`src/rtl/serializer_pkg.sv`:
```
// serializer_pkg: shared state type for the wide word serializer.
package serializer_pkg;
    typedef enum logic [0:0] {S_IDLE, S_SEND} ser_state_t;
endpackage

```
`src/rtl/wide_word_serializer_select.sv`:
```
// select: word-slicing mux; drives zero while held in reset.
module select #(
    parameter int INPUT_WIDTH = 320,
    parameter int OUT_WIDTH = 32,
    localparam int NW = INPUT_WIDTH / OUT_WIDTH,
    localparam int IW = (NW > 1) ? $clog2(NW) : 1
) (
    input  logic [INPUT_WIDTH-1:0] inputVal,
    input  logic [IW-1:0]          index,
    input  logic                   reset,
    output logic [OUT_WIDTH-1:0]   outputVal
);
    always_comb begin
        outputVal = '0;
        if (!reset && int'(index) < NW)
            outputVal = inputVal[int'(index)*OUT_WIDTH +: OUT_WIDTH];
    end
endmodule

```
`src/rtl/wide_word_serializer.sv`:
```
// wide_word_serializer: buffers one wide block and emits it LSB word first.
module wide_word_serializer
    import serializer_pkg::*;
#(
    parameter int IN_WIDTH = 320,
    parameter int WORD_WIDTH = 32,
    localparam int NWORDS = IN_WIDTH / WORD_WIDTH,
    localparam int IDX_W = (NWORDS > 1) ? $clog2(NWORDS) : 1
) (
    input  logic                  clk,
    input  logic                  reset,
    input  logic [IN_WIDTH-1:0]   in_data,
    input  logic                  in_valid,
    output logic                  in_ready,
    output logic [WORD_WIDTH-1:0] out_data,
    output logic                  out_valid,
    input  logic                  out_ready,
    output logic [IDX_W-1:0]      out_index,
    output logic                  out_last,
    output logic                  busy
);
    localparam logic [IDX_W-1:0] LAST = IDX_W'(NWORDS - 1);

    ser_state_t          r_state;
    ser_state_t          w_next_state;
    logic [IN_WIDTH-1:0] r_buf;
    logic [IDX_W-1:0]    r_idx;
    logic                w_send;
    logic                w_last;
    logic                w_in_hs;
    logic                w_out_hs;

    assign w_send   = (r_state == S_SEND);
    assign w_last   = w_send && (r_idx == LAST);
    assign w_out_hs = w_send && out_ready;
    // A new block may enter only as the final word leaves, so no bubble appears.
    assign in_ready = !w_send || (w_last && out_ready);
    assign w_in_hs  = in_valid && in_ready;

    always_comb begin
        w_next_state = r_state;
        if (w_in_hs)
            w_next_state = S_SEND;
        else if (w_out_hs && w_last)
            w_next_state = S_IDLE;
    end

    always_ff @(posedge clk) begin
        if (reset) begin
            r_state <= S_IDLE;
            r_buf   <= '0;
            r_idx   <= '0;
        end else begin
            r_state <= w_next_state;
            if (w_in_hs) begin
                r_buf <= in_data;
                r_idx <= '0;
            end else if (w_out_hs) begin
                r_idx <= w_last ? '0 : r_idx + 1'b1;
            end
        end
    end

    select #(
        .INPUT_WIDTH(IN_WIDTH),
        .OUT_WIDTH(WORD_WIDTH)
    ) u_select (
        .inputVal (r_buf),
        .index    (r_idx),
        .reset    (!busy),
        .outputVal(out_data)
    );

    assign out_valid = w_send;
    assign out_index = w_send ? r_idx : '0;
    assign out_last  = w_last;
    assign busy      = w_send;
endmodule
```
`config.mk`:
```
export PLATFORM = sky130hd
export DESIGN_NAME = wide_word_serializer
export DESIGN_NICKNAME = d
export VERILOG_FILES = /design/src/rtl/serializer_pkg.sv /design/src/rtl/wide_word_serializer_select.sv /design/src/rtl/wide_word_serializer.sv
export SDC_FILE = /design/constraint.sdc
export NUM_CORES = 1
export LEC_CHECK = 0
export CAP_MARGIN = 40
export CORE_ASPECT_RATIO = 1.2
export CORE_UTILIZATION = 35
export CTS_BUF_LIST = sky130_fd_sc_hd__clkbuf_2
export DETAILED_ROUTE_END_ITERATION = 6
export GPL_TIMING_DRIVEN = 0
export PLACE_DENSITY = 0.65
export SLEW_MARGIN = 20
export SYNTH_ARGS = -nofsm -noshare
export SYNTH_HDL_FRONTEND = slang
export SYNTH_SLANG_ARGS = --single-unit
```
`constraint.sdc`:
```
create_clock -name clk -period 3.5 [get_ports clk]
set_input_delay 0.35 -clock clk [delete_from_list [all_inputs] [get_ports clk]]
set_output_delay 0.35 -clock clk [all_outputs]
set_load 0.02 [all_outputs]
```
==> results.cfg <==
[power]
clockPowerShare = 0.312
p_sw_mw = 2.41
p_seq_frac = 0.496
p_sw_frac = 0.297
vdd_drop_max_v = 0.000183
leakage_nw = 8.16
p_comb_frac = 0.191
fin_total_pwr_mw = 8.09
intPower_mw = 5.69
power_density_mw_per_mm2 = 369

[route]
vias = 15008
route.met2.wl_um = 29300
first_pass_iters = 5
wirelength_um = 57700
antenna_left = 0
top_layer_used = met4
wl_met3_um = 3350
viasPerCell = 5.01
drt-met1-wl_um = 22600
drcViolationCount = 0
wl_per_cell_um = 19.3
drt-initial-drc-count = 722

[status]
status = finished clean

[timing]
setup-tns-final_ns = 0
max_slew_margin = 0.404
fin_worst_skew_ns = 0.0418
fmax_ghz = 0.290
fin_crit_ns = 3.45
tightest_slew_ns = 0.893
period_share = 0.986
layout_setup_ws_ns = 0.0506
drv_slew = 0
rsz0062_at_grt = true
finalHoldViolCount = 0
setup_viol = 0

[yosys]
synth_top_area_cell = dfxtp_1
ys_ff_latch = 325
synth_warnings = 0
postSynthCellCount = 1724
seq_area_frac_synth = 0.464
yosysUniqueCellTypes = 28
yosys-top-cells-area = dfxtp_1, nand2_1, a21oi_1, mux4_2, mux2i_1
synthesis.nets = 2050
netlist_area_mm2 = 0.0140
avgSynthCellArea_um2 = 8.12
synth_top_area_share = 0.464

[worst_hold_path]
holdCritPathClass = in -> reg
whs_endpoint = r_buf[23]
hold_start = in_data[23]
hold_depth = 3

[critical_path]
crit_start = r_idx[0]
reg2reg_depth = 11
r2r_slack_ns = 0.82
required_ns = 3.15
criticalPathCategory = reg -> out
cp.arrival_ns = 3.10
r2r_start = r_idx[1]
start_kind = flip-flop
critPathMaxFanout = 10
reg2reg_to = r_buf[178]
cp-end-kind = output pin

[finish]
drive_gt1_frac = 0.154
fillers = 3553
final_nets = 2742
multi_input_area_mm2 = 0.00714
final_util = 0.561
syn_to_final_growth_pct = 56.7
register_area_mm2 = 0.00651

[clocking]
clock_path_buffers = 3
postCtsSetupRepairBufs = 0
cts_inserted_buffers = 84
clock-root-buffer = clkbuf_2
tritoncts = yes
htree_levels = 3
clk_latency_ns = 0.93
cts_sinks = 325
cts.clk_slew.worst_paths_ns = 0.10

[global_routing]
grt_pass1_vias = 15515
antenna_found_initial = 2
grt_max_degree = 11
grt_pass1_wl_um = 85900
grt_usage = 0.279
overflow = 0

[floorplan]
dieArea_mm2 = 0.0408
fp.dieW_um = 185
core_area_mm2 = 0.0391
die_h_um = 221
start_util = 0.358
pin_count = 364
rows = 79

[place]
dpl.hpwl_um = 42700
dp_slack_ns = 0.0176
io_buffers = 362
globalplace.congestion = 0.889

[flow_run]
drv_cap = 0
-- flip-flops by register name, indices dropped and copies added, names as in the netlist --
register and cells:
busy 1, r_idx 4, r_buf 320
-- cell type report --
cell class	instances	area share
antenna	3	0.000342
buffer	151	0.0406
clock buffer	117	0.0267
clock inverter	21	0.00507
inverter	1	0.000171
multi-input combinational	1247	0.325
sequential	325	0.296
tap	526	0.0300
timing repair buffer	606	0.276
-- worst max-delay path: stages, from the launching register on --
cell             delay, ns
dfxtp_2               0.37
buf_6                 0.16
buf_8                 0.18
buf_6                 0.21
mux2i_1               0.17
a221oi_2              0.44
o21ai_1               0.18
a21oi_2               0.21
clkdlybuf4s15_2       0.28
-- kinds of logic after synthesis --
kind of cell               synth area share
AOI/OAI and AO/OA                     0.161
DFF                                   0.464
and+or+nand+nor                       0.188
muxes                                 0.123
buffers and inverters                0.0599
adders and majority gates           0.00179
xor gates and xnor gates            0.00125
-- metrics by stage --
step / instance area, µm² / instances / hold WS, ns
6_report: 21900 / 2997 / 0.0303
4_1_cts: 21800 / 2990 / 0.000225
2_1_floorplan: 14000 / 1724 / 0.433
3_3_place_gp: 18300 / 2612 / 0.438
5_1_grt: 21900 / 2997 / -0.0255
3_5_place_dp: 18300 / 2612 / 0.445
-- how the worst max path moves through the flow --
stage,endpoint,slack [ns]
after CTS,out_data[4],-0.06
after detailed placement,out_data[8],0.02
after floorplan,r_buf[280],1.47
after global placement,out_data[8],0.07
after global routing,out_index[3],-0.06
final,out_data[21],0.05
-- Yosys cell counts --
library cell and count:
a21boi_1 1, o21ai_0 33, nor3b_1 1, inv_1 1, nor3_1 4, nand4b_2 1
a21bo_2 1, buf_4 26, and2b_1 1, clkbuf_1 59, ha_1 2, mux4_2 32
xor2_1 2, nand2_1 675, and2_1 5, nor2_1 1, a221oi_1 32, a2111oi_0 2
a21oi_1 355, and4b_1 1, mux2_2 32, buf_1 4, nand4_1 1, mux2i_1 64
buf_2 47, buf_6 15, nand3_1 1, dfxtp_1 325
-- layout by cell type (no fill, tap or decap), types with 2 or more instances in the layout --
master,netlist,routed
and2_1,5,5
mux2i_1,64,64
o21ai_1,0,3
nor3_1,4,4
a221oi_1,32,8
clkdlybuf4s15_2,0,19
buf_8,0,2
buf_2,47,51
a2111oi_0,2,2
a221oi_2,0,9
buf_4,26,28
clkinv_2,0,5
clkbuf_2,0,127
clkdlybuf4s15_1,0,3
a221oi_4,0,15
o21ai_0,33,13
o21ai_4,0,3
a21oi_1,355,338
buf_6,15,18
o21ai_2,0,14
dfxtp_1,325,324
dlygate4sd3_1,0,243
diode_2,0,3
clkbuf_1,59,49
mux4_2,32,32
clkinv_1,0,15
a21oi_2,0,17
nand2_1,675,675
buf_1,4,2
mux2_2,32,32
ha_1,2,2
clkdlybuf4s50_1,0,329
xor2_1,2,2
-- power by group through the flow --
stage	Sequential, mW	Combinational (mW)	Clock, mW
3_5_place_dp	4.10	1.29	0
6_report	4.02	1.55	2.53
3_3_place_gp	4.09	1.28	0
4_1_cts	4.01	1.53	2.56
5_1_grt	4.04	1.66	2.79
2_1_floorplan	4.06	0.617	0
-- metal layers --
| metal | vias up | global-route usage |
|---|---|---|
| li1 | 7216 | - |
| met1 | 7076 | 0.317 |
| met2 | 592 | 0.503 |
| met3 | 124 | 0.0428 |
| met4 | 0 | 0.131 |
| met5 | - | 0 |
-- repair_timing --
action	CTS	global route
endpoints found under the setup margin	35	32
endpoints found under the hold margin	240	3
pin swaps	13	11
resized for setup	179	50
hold buffers	240	3
(Power assumes the default switching activity.)
